==> config.mk <==
export PLATFORM = sky130hd
export DESIGN_NAME = fp2int
export DESIGN_NICKNAME = d
export VERILOG_FILES = /design/src/rtl/fp2int_pkg.sv /design/src/rtl/fp2int_align_sticky.sv /design/src/rtl/fp2int.sv
export SDC_FILE = /design/constraint.sdc
export NUM_CORES = 1
export LEC_CHECK = 0
export CAP_MARGIN = 15
export CORE_MARGIN = 5
export CORE_UTILIZATION = 64
export DETAILED_ROUTE_END_ITERATION = 10
export GPL_TIMING_DRIVEN = 0
export PLACE_DENSITY = 0.87
export SYNTH_ARGS = -nofsm -noshare
export SYNTH_HDL_FRONTEND = slang
export SYNTH_HIERARCHICAL = 1
export SYNTH_SLANG_ARGS = --single-unit
==> constraint.sdc <==
create_clock -name clk -period 10.1 [get_ports clk]
set_clock_uncertainty 0.15 [all_clocks]
set_input_delay 1.515 -clock clk [delete_from_list [all_inputs] [get_ports clk]]
set_output_delay 1.515 -clock clk [all_outputs]
set_load 0.1 [all_outputs]
==> src/rtl/fp2int_pkg.sv <==
// Shared IEEE-754 single-precision field layout, classes and integer limits
// used by the float-to-int converter.
package fp_pkg;

  localparam int EXP_W = 8;
  localparam int MAN_W = 23;
  localparam int BIAS  = 127;
  localparam int SIG_W = MAN_W + 1;
  localparam int INT_W = 32;

  localparam logic [INT_W-1:0] INT_MAX = 32'h7FFF_FFFF;
  localparam logic [INT_W-1:0] INT_MIN = 32'h8000_0000;

  typedef struct packed {
    logic             sign;
    logic [EXP_W-1:0] exp;
    logic [MAN_W-1:0] man;
  } fp32_t;

  typedef enum logic [1:0] {
    FP_ZERO,
    FP_NORM,
    FP_INF,
    FP_NAN
  } fp_class_t;

  // Denormals fold into FP_ZERO: they always truncate to 0.
  function automatic fp_class_t fp_classify(input fp32_t f);
    fp_class_t c;
    c = FP_NORM;
    if (f.exp == '0) begin
      c = FP_ZERO;
    end else if (f.exp == '1) begin
      c = (f.man == '0) ? FP_INF : FP_NAN;
    end
    return c;
  endfunction

endpackage

==> src/rtl/fp2int_align_sticky.sv <==
// Combinational significand aligner: right shift with sticky (OR of the bits
// shifted out) or left shift into the 32-bit magnitude.
module align_sticky
  import fp_pkg::*;
(
  input  logic [SIG_W-1:0] i_sig,
  input  logic             i_rshift,
  input  logic [4:0]       i_amt,
  output logic [INT_W-1:0] o_mag,
  output logic             o_sticky
);

  logic [2*SIG_W-1:0] w_rwide;
  logic [INT_W-1:0]   w_lwide;

  // The low half of the widened right shift collects exactly the lost bits.
  assign w_rwide = {i_sig, {SIG_W{1'b0}}} >> i_amt;
  assign w_lwide = {{(INT_W-SIG_W){1'b0}}, i_sig} << i_amt;

  always_comb begin
    o_mag    = w_lwide;
    o_sticky = 1'b0;
    if (i_rshift) begin
      o_mag    = {{(INT_W-SIG_W){1'b0}}, w_rwide[2*SIG_W-1 -: SIG_W]};
      o_sticky = |w_rwide[SIG_W-1:0];
    end
  end

endmodule

==> src/rtl/fp2int.sv <==
// Three-stage float32 -> int32 converter, truncating toward zero with
// saturation; a single global enable stalls every stage together.
module fp2int
  import fp_pkg::*;
#(
  parameter int N    = 32,
  parameter int W    = 32,
  parameter int BIAS = fp_pkg::BIAS
) (
  input  logic         clk,
  input  logic         rst,
  input  logic         in_valid,
  output logic         in_ready,
  input  logic [N-1:0] a,
  output logic         out_valid,
  input  logic         out_ready,
  output logic [W-1:0] out,
  output logic         invalid,
  output logic         inexact
);

  // Handshake: a word moves on any edge where valid && ready; the output
  // register holds while out_valid && !out_ready, and that freezes all stages.
  logic w_en;
  logic r_out_valid;

  assign w_en     = !(r_out_valid && !out_ready);
  assign in_ready = w_en;

  // ---------------- S1: unpack / classify ----------------
  fp32_t             w_f;
  fp_class_t         w_cls;
  logic signed [8:0] w_e;

  assign w_f   = a;
  assign w_cls = fp_classify(w_f);
  assign w_e   = $signed({1'b0, w_f.exp}) - $signed(9'(BIAS));

  logic              r1_valid;
  logic              r1_sign;
  logic signed [8:0] r1_e;
  logic [SIG_W-1:0]  r1_sig;
  fp_class_t         r1_cls;

  always_ff @(posedge clk or posedge rst) begin
    if (rst) begin
      r1_valid <= 1'b0;
      r1_sign  <= 1'b0;
      r1_e     <= '0;
      r1_sig   <= '0;
      r1_cls   <= FP_ZERO;
    end else if (w_en) begin
      r1_valid <= in_valid;
      r1_sign  <= w_f.sign;
      r1_e     <= w_e;
      r1_sig   <= {1'b1, w_f.man};
      r1_cls   <= w_cls;
    end
  end

  // ---------------- S2: align ----------------
  logic             w_rshift;
  logic [4:0]       w_amt;
  logic [INT_W-1:0] w_sh_mag;
  logic             w_sh_sticky;

  // Shift distances only matter inside 0..30, so 5-bit modular math suffices.
  assign w_rshift = (r1_e <= 9'sd23);
  assign w_amt    = w_rshift ? (5'd23 - r1_e[4:0]) : (r1_e[4:0] - 5'd23);

  align_sticky u_align (
    .i_sig    (r1_sig),
    .i_rshift (w_rshift),
    .i_amt    (w_amt),
    .o_mag    (w_sh_mag),
    .o_sticky (w_sh_sticky)
  );

  logic [W-1:0] w_mag;
  logic         w_inex;
  logic         w_ovf;
  logic         w_nan;
  logic         w_min;

  always_comb begin
    w_mag  = '0;
    w_inex = 1'b0;
    w_ovf  = 1'b0;
    w_nan  = 1'b0;
    w_min  = 1'b0;
    case (r1_cls)
      FP_ZERO: w_inex = |r1_sig[MAN_W-1:0];
      FP_NAN:  w_nan  = 1'b1;
      FP_INF:  w_ovf  = 1'b1;
      default: begin
        if (r1_e < 9'sd0) begin
          w_inex = 1'b1;
        end else if (r1_e <= 9'sd23) begin
          w_mag  = w_sh_mag;
          w_inex = w_sh_sticky;
        end else if (r1_e <= 9'sd30) begin
          w_mag  = w_sh_mag;
        end else begin
          // -2^31 is the one value with e == 31 that is representable.
          w_ovf = 1'b1;
          w_min = r1_sign && (r1_e == 9'sd31) && (r1_sig[MAN_W-1:0] == '0);
        end
      end
    endcase
  end

  logic         r2_valid;
  logic         r2_sign;
  logic [W-1:0] r2_mag;
  logic         r2_inex;
  logic         r2_ovf;
  logic         r2_nan;
  logic         r2_min;

  always_ff @(posedge clk or posedge rst) begin
    if (rst) begin
      r2_valid <= 1'b0;
      r2_sign  <= 1'b0;
      r2_mag   <= '0;
      r2_inex  <= 1'b0;
      r2_ovf   <= 1'b0;
      r2_nan   <= 1'b0;
      r2_min   <= 1'b0;
    end else if (w_en) begin
      r2_valid <= r1_valid;
      r2_sign  <= r1_sign;
      r2_mag   <= w_mag;
      r2_inex  <= w_inex;
      r2_ovf   <= w_ovf;
      r2_nan   <= w_nan;
      r2_min   <= w_min;
    end
  end

  // ---------------- S3: sign / saturate ----------------
  logic [W-1:0] w_out;
  logic         w_invalid;
  logic         w_inexact;

  always_comb begin
    w_out     = r2_sign ? (-r2_mag) : r2_mag;
    w_invalid = 1'b0;
    w_inexact = r2_inex;
    if (r2_nan) begin
      w_out     = INT_MAX;
      w_invalid = 1'b1;
      w_inexact = 1'b0;
    end else if (r2_ovf) begin
      w_inexact = 1'b0;
      if (r2_min) begin
        w_out = INT_MIN;
      end else begin
        w_out     = r2_sign ? INT_MIN : INT_MAX;
        w_invalid = 1'b1;
      end
    end
  end

  logic [W-1:0] r_out;
  logic         r_invalid;
  logic         r_inexact;

  always_ff @(posedge clk or posedge rst) begin
    if (rst) begin
      r_out_valid <= 1'b0;
      r_out       <= '0;
      r_invalid   <= 1'b0;
      r_inexact   <= 1'b0;
    end else if (w_en) begin
      r_out_valid <= r2_valid;
      r_out       <= w_out;
      r_invalid   <= w_invalid;
      r_inexact   <= w_inexact;
    end
  end

  assign out_valid = r_out_valid;
  assign out       = r_out;
  assign invalid   = r_invalid;
  assign inexact   = r_inexact;

endmodule

After elaboration in Yosys (flattened, before gate mapping)
Index checks and enable logic that the tools add are counted.
Widths: inputs -> output; s select.
{ "word_totals": {"ff_bits": 110, "in_bits": 36, "out_inout_bits": 36} }
{ "op_classes": {"add_sub_neg": 4, "eq_ne": 4, "shift": 2, "magnitude_cmp": 3, "mux": 31, "n_reduce_logical": 14} }
{ "ops": {"columns": ["cell", "count"], "rows": [
  ["$mux 32", 10],
  ["$shr 48x5->48", 1],
  ["$logic_not 23->1", 2],
  ["$neg 32->32", 1],
  ["$shl 24x5->32", 1],
  ["$reduce_or 24->1", 1],
  ["$reduce_or 23->1", 1],
  ["$le 9x6->1 const B", 2],
  ["$mux 1", 16],
  ["$eq 9x6->1 const B", 1],
  ["$lt 9x1->1 const B", 1],
  ["$sub 8x7->9 const B", 1],
  ["$eq 8x8->1 const B", 1],
  ["$logic_not 8->1", 1],
  ["$mux 5", 1],
  ["$sub 5x5->5 const A", 1],
  ["$sub 5x5->5 const B", 1],
  ["$eq 2x2->1 const B", 2],
  ["$mux 2", 2],
  ["$pmux 1 s2", 2],
  ["$reduce_or 2->1", 2],
  ["$logic_and 1x1->1", 3],
  ["$reduce_or 3->1", 1],
  ["$logic_not 1->1", 2],
  ["$logic_not 2->1", 1]
]} }

Longest topological paths before layout
Gate-level depths: netlist of the first run.
{ "logic_depth": {"ltp_word": 8, "mapped_depth": 19, "ltp_nobuf": 15} }

By module
Netlist of the first run, hierarchy kept.
{ "by_module_without_submodules": {"columns": ["module", "area_each_um2", "cells_each", "instances"], "rows": [
  ["fp2int", 5499.0, 582, 1],
  ["align_sticky", 2847.7, 387, 1]
]} }

Worst setup path after synthesis of the first run
Ideal clock, no wire load.
{ "synth_path": {"path_type": "input to output", "from": "in out_ready", "to": "out in_ready", "path_buffers": 3, "setup_slack_ns": 5.264, "cell_stages": 5, "required_ns": 8.435, "arrival_time_ns": 3.171, "cell_sequence": "nor2b_1 clkbuf_1 clkinv_1 clkbuf_1 buf_1"} }
{ "synth_via": {"elab_chain_cells": 3} }
{ "synth_rtl": {"columns": ["element", "line_no", "source"], "rows": [
  ["start: declaration", "fp2int.sv:16", "input logic out_ready,"],
  ["$logic_not 1->1", "fp2int.sv:27", "assign w_en = !(r_out_valid && !out_ready);"],
  ["$logic_and 1x1->1", "fp2int.sv:27", null],
  ["$logic_not 1->1", "fp2int.sv:27", null],
  ["end: declaration", "fp2int.sv:13", "output logic in_ready,"]
]} }
Every way passes these cells.

Worst setup path after layout of the first run
Ends and elaborated chain as after synthesis.

==> metrics.csv, run 1 <==
metric,value,unit
count of pins over their slew limit,0,
Most used DFF post-synth,sky130_fd_sc_hd__dfrtp_1,
global-route wire length before repair,47.04,mm
RSZ-0062 raised after global routing,false,
placeable core area,12720,um^2
DR iter-0 viols,1218,
utilization after layout,75.57,%
total DRC errors in the routed layout,0,
die footprint,15430,um^2
worst r2r path cells,16,
router iterations before antenna repair,5,
outcome,"complete, no violations",
clock root cell,sky130_fd_sc_hd__clkbuf_16,
arrival time at the worst endpoint,4.90,ns
routed via count divided by cell count,7.089,
Final nets,1094,
Post-Synthesis Cell Area,8347,um^2
XOR/XNOR share of the synthesized area,2.938,%
mean instance size in the synthesized netlist,8.614,um^2
synth-to-layout area growth,15.19,%
antenna violations before repair,1,
Worst Setup Start Kind,primary input,
post-synthesis net count,1011,
WL/cell,24.35,um
routability-driven placement congestion ratio,1.039,
later-pin clock latency in the skew report,0.37,ns
Syn Inst Count,969,
post-layout min period,6.562,ns
Critical Path RT,8.44,ns
library cells used by synthesis,79,
Boundary Pins,72,
Final ANT Viol Nets,0,
Die X-Extent,124.2,um
CTS tree,built,
Sink Count,110,
cts bufs inserted,9,
final number of hold-violating endpoints,0,
setup violators final,0,
hold buffer count at cts,0,
via count of the first global-routing pass,8476,
total inserted antenna cells,0,
#FFs+latches synth,110,
die span in y,124.2,um
cell types occupying the most area after synthesis,"sky130_fd_sc_hd__dfrtp_1 (33%), sky130_fd_sc_hd__mux2i_1 (7.6%), sky130_fd_sc_hd__nand2_1 (7.5%), sky130_fd_sc_hd__mux4_2 (6.5%), sky130_fd_sc_hd__a22o_1 (3.6%)",
number of resized instances in the post-cts repair step,0,
simple-gate share of the synthesized area,21.36,%
H-tree depth,3,
worst-path fanout max,10,
number of enable-type register cells in the synthesized netlist,0,
Synth Area in Compound Gates,20.27,%
FP Rows,41,
kind of end point of the critical path,output port,
count of yosys warnings during synthesis,6,
max-cap violation count,0,
mux contribution to synthesized area,16.37,%
pin count of the biggest net entering global routing,59,
routed wire length,29.93,mm
hold path depth,2,
maximum clock rate,0.1524,GHz
HPWL after detailed placement,21.76,mm
dominant combinational cell family by area after synthesis,simple AND/OR/NAND/NOR gates,
Post-synth ARST share,100.0,%
Least-Margin Pin Slew,1.156,ns
class of the most critical setup path,in2out,
share of final-layout standard cells stronger than drive strength 1,8.325,%
number of buffers on the longest clock path,2,
sequential cell area fraction in the yosys report,32.98,%
count of buffers added by post-CTS timing repair for setup,0,
Rel. slew slack,22.36,%
global route total overflow,0,
Hold WC Path Type,reg2reg,
effective utilization at floorplan,65.61,%
library cell with the largest summed area after synthesis,sky130_fd_sc_hd__dfrtp_1,
number of port buffers,71,
via count,8712,
Total Negative Setup Slacks,0,ns
Yosys top cell area share,32.98,%
post-CTS clock slew at the launch and capture registers of the worst setup and hold paths,0.08,ns
total global routing track utilization,37.91,%
share of the clock period used by the worst path,64.97,%
most frequently used cell type in the post-synthesis netlist,sky130_fd_sc_hd__nand2_1,
list of most frequent post-synthesis cells,"sky130_fd_sc_hd__nand2_1 (166), sky130_fd_sc_hd__dfrtp_1 (110), sky130_fd_sc_hd__nor2_1 (78), sky130_fd_sc_hd__mux2i_1 (63), sky130_fd_sc_hd__clkbuf_1 (55)",
adder and majority gate portion of the synthesized area,0.8994,%
[layout make-up]
| type | count | area (um^2) |
|---|---|---|
| Clock buffer | 9 | 225.2 |
| Timing Repair Buffer | 72 | 738.2 |
| Multi-Input combinational cell | 761 | 5161 |
| Clock inverter | 7 | 86.33 |
| Sequential cell | 110 | 2753 |
| Inverter | 20 | 77.57 |
| Tap cell | 172 | 215.2 |
| Fill cell | 891 | 3108 |
| Buffer | 78 | 357.8 |
[sequential cells by signal, indices dropped and copies added (netlist names), 2 cells and up]
name    count
r1_e        9
out        32
r1_cls      2
r2_mag     32
r1_sig     24
[path summary, 6_finish.rpt]
kind | from | endpoint | slack [ns]
min in group asynchronous | rst | r1_sig[2] | 1.50
worst max register to register | r1_e[7] | r2_inex | 4.80
max in group asynchronous | rst | r1_sig[22] | 7.57
worst min register to register | r2_valid | r2_valid | 0.34
worst min-delay path | r2_valid | r2_valid | 0.34
worst max-delay path | out_ready | in_ready | 3.54
[kinds of logic (layout without fill, tap and decap cells)]
| kind of cell | count (synthesis) | after routing |
|---|---|---|
| AND/OR/NAND/NOR | 376 | 376 |
| AO/OA/AOI/OAI | 248 | 248 |
| flip-flops | 110 | 110 |
| multiplexers | 103 | 103 |
| buffers and inverters | 98 | 186 |
| XOR/XNOR | 28 | 28 |
| adder cells (fa/ha/maj) | 6 | 6 |
[worst max-delay path, stage by stage]
cell	delay [ns]
sky130_fd_sc_hd__clkdlybuf4s50_1	0.46
sky130_fd_sc_hd__nor2b_1	0.06
sky130_fd_sc_hd__clkbuf_1	0.28
sky130_fd_sc_hd__clkinv_1	0.27
sky130_fd_sc_hd__clkbuf_1	0.53
sky130_fd_sc_hd__buf_1	0.53
sky130_fd_sc_hd__clkdlybuf4s50_1	1.25
[per-layer routing]
metal | track usage, % | routed length, um | vias up
li1 | - | - | 3729
met1 | 48.06 | 11360 | 4135
met2 | 59.70 | 13590 | 698
met3 | 9.305 | 3186 | 148
met4 | 20.76 | 1783 | 2
met5 | 0 | 13 | -
[cell usage in the layout, fill, tap and decap left out, types with 5 or more instances in the layout]
cell / count
sky130_fd_sc_hd__or3_1: 9
sky130_fd_sc_hd__mux4_2: 24
sky130_fd_sc_hd__o22ai_1: 21
sky130_fd_sc_hd__nor2_1: 78
sky130_fd_sc_hd__nand3_1: 13
sky130_fd_sc_hd__o21ai_0: 45
sky130_fd_sc_hd__buf_1: 9
sky130_fd_sc_hd__o41ai_1: 5
sky130_fd_sc_hd__clkbuf_1: 55
sky130_fd_sc_hd__clkbuf_16: 9
sky130_fd_sc_hd__clkdlybuf4s50_1: 71
sky130_fd_sc_hd__ha_1: 6
sky130_fd_sc_hd__dfrtp_1: 110
sky130_fd_sc_hd__xnor2_1: 8
sky130_fd_sc_hd__mux2i_1: 63
sky130_fd_sc_hd__a31oi_1: 8
sky130_fd_sc_hd__nor4b_1: 7
sky130_fd_sc_hd__a22o_1: 34
sky130_fd_sc_hd__o21ai_1: 11
sky130_fd_sc_hd__o31ai_1: 8
sky130_fd_sc_hd__nor4_1: 16
sky130_fd_sc_hd__nor2b_1: 7
sky130_fd_sc_hd__nor3b_1: 15
sky130_fd_sc_hd__nand2_1: 166
sky130_fd_sc_hd__or4_1: 6
sky130_fd_sc_hd__xor2_1: 20
sky130_fd_sc_hd__a21oi_1: 41
sky130_fd_sc_hd__nor3_1: 23
sky130_fd_sc_hd__o21a_1: 12
sky130_fd_sc_hd__inv_1: 15
sky130_fd_sc_hd__nand4_1: 8
sky130_fd_sc_hd__mux2_2: 10
sky130_fd_sc_hd__buf_2: 6
sky130_fd_sc_hd__a211oi_1: 24
[metrics by stage]
step	hold slack [ns]	instances	cell area, um^2	setup WS [ns]
after floorplan	0.2800	969	8347	5.264
after global placement	0.3023	1212	9273	3.625
after detailed placement	0.3163	1213	9303	3.634
after CTS	0.3351	1229	9614	3.602
after global routing	0.3581	1229	9614	3.451
final	0.3431	1229	9614	3.538
Power of run 1 is not shown: default switching activity piles up to over one toggle a cycle in this logic, so the estimate is an artifact.
==> run 2, diff against run 1 <==
--- a/config.mk
+++ b/config.mk
@@ -7,10 +7,10 @@
 export LEC_CHECK = 0
 export CAP_MARGIN = 15
 export CORE_MARGIN = 5
-export CORE_UTILIZATION = 64
+export CORE_UTILIZATION = 54
 export DETAILED_ROUTE_END_ITERATION = 10
 export GPL_TIMING_DRIVEN = 0
-export PLACE_DENSITY = 0.87
+export PLACE_DENSITY = 0.78
 export SYNTH_ARGS = -nofsm -noshare
 export SYNTH_HDL_FRONTEND = slang
 export SYNTH_HIERARCHICAL = 1
==> constraint.sdc (replaced) <==
create_clock -name clk -period 6 [get_ports clk]
set_clock_uncertainty 0.15 [all_clocks]
set_input_delay 0.9 -clock clk [delete_from_list [all_inputs] [get_ports clk]]
set_output_delay 0.9 -clock clk [all_outputs]
set_load 0.1 [all_outputs]
==> run 2 against run 1 <==
First-iteration DRC count fell by 20%. Highest routed layer is now met4. Die area rose by 17%. Cell area rose by 0.13%. Critical path type unchanged. Register-to-register slack got worse by 3.8 ns. Sequential cell count did not move. Hold slack got worse by 0.011 ns. Sequential share of layout area barely moved.
==> metrics.csv, run 2 (synthesis results as in run 1) <==
metric,value,unit
global routing usage on met1,43.74,%
fill cell instance count of the final layout,1343,
post-layout min period,5.204,ns
count of buffers added by post-CTS timing repair for setup,0,
count of pins over their slew limit,0,
Final nets,1094,
synth-to-layout area growth,15.34,%
via count,8290,
most used routing layer,met2,
pin count of the biggest net entering global routing,74,
hold path startpoint,r1_valid,
post-CTS clock slew at the launch and capture registers of the worst setup and hold paths,0.08,ns
launching point of the worst reg2reg path,r1_e[7],
worst slack on hold paths,0.3318,ns
CTS tree,built,
share of final-layout standard cells stronger than drive strength 1,8.325,%
most frequent cells in the layout,"sky130_fd_sc_hd__nand2_1 (166), sky130_fd_sc_hd__dfrtp_1 (110), sky130_fd_sc_hd__nor2_1 (78), sky130_fd_sc_hd__clkdlybuf4s50_1 (71), sky130_fd_sc_hd__mux2i_1 (63)",
effective utilization at floorplan,54.91,%
global-route wire length before repair,43.99,mm
GR Util met3,5.814,%
antenna violations before repair,0,
total DRC errors in the routed layout,0,
total global routing track utilization,31.05,%
routed via count divided by cell count,6.659,
FP Rows,45,
Worst Setup Start Kind,primary input,
most frequent standard cell in the layout excluding fill and tap cells,sky130_fd_sc_hd__nand2_1,
global route total overflow,0,
hold buffer count at cts,0,
die span in y,134.3,um
share of the clock period used by the worst path,86.74,%
router iterations before antenna repair,6,
final number of hold-violating endpoints,0,
launching element of the worst setup path,out_ready,
setup violators final,0,
H-tree depth,3,
later-pin clock latency in the skew report,0.36,ns
kind of end point of the critical path,output port,
max-cap violation count,0,
placeable core area,15200,um^2
Critical Path RT,4.95,ns
cts bufs inserted,9,
number of buffers on the longest clock path,2,
Sink Count,110,
number of resized instances in the post-cts repair step,0,
arrival time at the worst endpoint,4.15,ns
class of the most critical setup path,in2out,
routability-driven placement congestion ratio,0.9644,
total inserted antenna cells,0,
Total Negative Setup Slacks,0,ns
number of port buffers,71,
Final ANT Viol Nets,0,
HPWL after detailed placement,21.49,mm
clock root cell,sky130_fd_sc_hd__clkbuf_16,
maximum clock rate,0.1922,GHz
die footprint,18040,um^2
number of instances in the placed design,1229,
Die X-Extent,134.3,um
global routing usage on met2,48.30,%
Least-Margin Pin Slew,1.055,ns
routed wire length,27.96,mm
RSZ-0062 raised after global routing,false,
post-layout instance count excluding filler cells,1245,
Hold WC Path Type,reg2reg,
WL/cell,22.46,um
via count of the first global-routing pass,7820,
Rel. slew slack,29.13,%
worst-path fanout max,10,
Boundary Pins,72,
DR iter-0 viols,976,
outcome,"complete, no violations",
==> run 2: metrics by stage <==
stage / setup WS [ns] / instance area (um^2) / util [%]
2_1_floorplan: 2.048 / 8347 / -
3_3_place_gp: 0.4051 / 9293 / 61.13
3_5_place_dp: 0.8010 / 9323 / 61.33
4_1_cts: 0.7827 / 9627 / 63.33
5_1_grt: 0.6346 / 9627 / 63.33
6_report: 0.7958 / 9627 / 63.33
==> run 2: area by class of cell <==
type                       count  area (um^2)  area share (%)
sequential                   110         2753           28.59
tap                          188        235.2           2.443
multi-input combinational    761         5161           53.61
timing repair buffer          72        738.2           7.668
clock buffer                   9        225.2           2.339
clock inverter                 7        78.83          0.8188
buffer                        78        357.8           3.717
inverter                      20        77.57          0.8058
==> run 2: critical path: stages <==
cell	delay, ns
sky130_fd_sc_hd__clkdlybuf4s50_1	0.40
sky130_fd_sc_hd__nor2b_1	0.19
sky130_fd_sc_hd__clkbuf_1	0.50
sky130_fd_sc_hd__clkinv_1	0.42
sky130_fd_sc_hd__clkbuf_1	0.33
sky130_fd_sc_hd__buf_1	0.35
sky130_fd_sc_hd__clkdlybuf4s50_1	1.06
==> run 2: path summary, 6_finish.rpt <==
check	end	slack, ns	cells after the start
setup reg to reg	r2_inex	1.00	16
max in group asynchronous	out[26]	4.18	3
setup / recovery	in_ready	0.80	7
min in group asynchronous	r2_mag[3]	0.79	2
hold reg to reg	r2_valid	0.33	2
hold / removal	r2_valid	0.33	2
==> run 2: layer usage <==
layer  up-vias  wire [um]
met2       487      12720
met4         0        811
li1       3744          -
met3        60       2605
met5         -          0
met1      3999      11820
Power of run 2 is left out for the same reason.
==> run 3, diff against run 2 <==
--- a/config.mk
+++ b/config.mk
@@ -5,9 +5,9 @@
 export SDC_FILE = /design/constraint.sdc
 export NUM_CORES = 1
 export LEC_CHECK = 0
-export CAP_MARGIN = 15
 export CORE_MARGIN = 5
 export CORE_UTILIZATION = 54
+export CTS_CLUSTER_DIAMETER = 150
 export DETAILED_ROUTE_END_ITERATION = 10
 export GPL_TIMING_DRIVEN = 0
 export PLACE_DENSITY = 0.78
==> results of run 3 <==
Final layout, timing and power as in run 2 (identical DEF).
Power of run 3 is left out for the same reason.
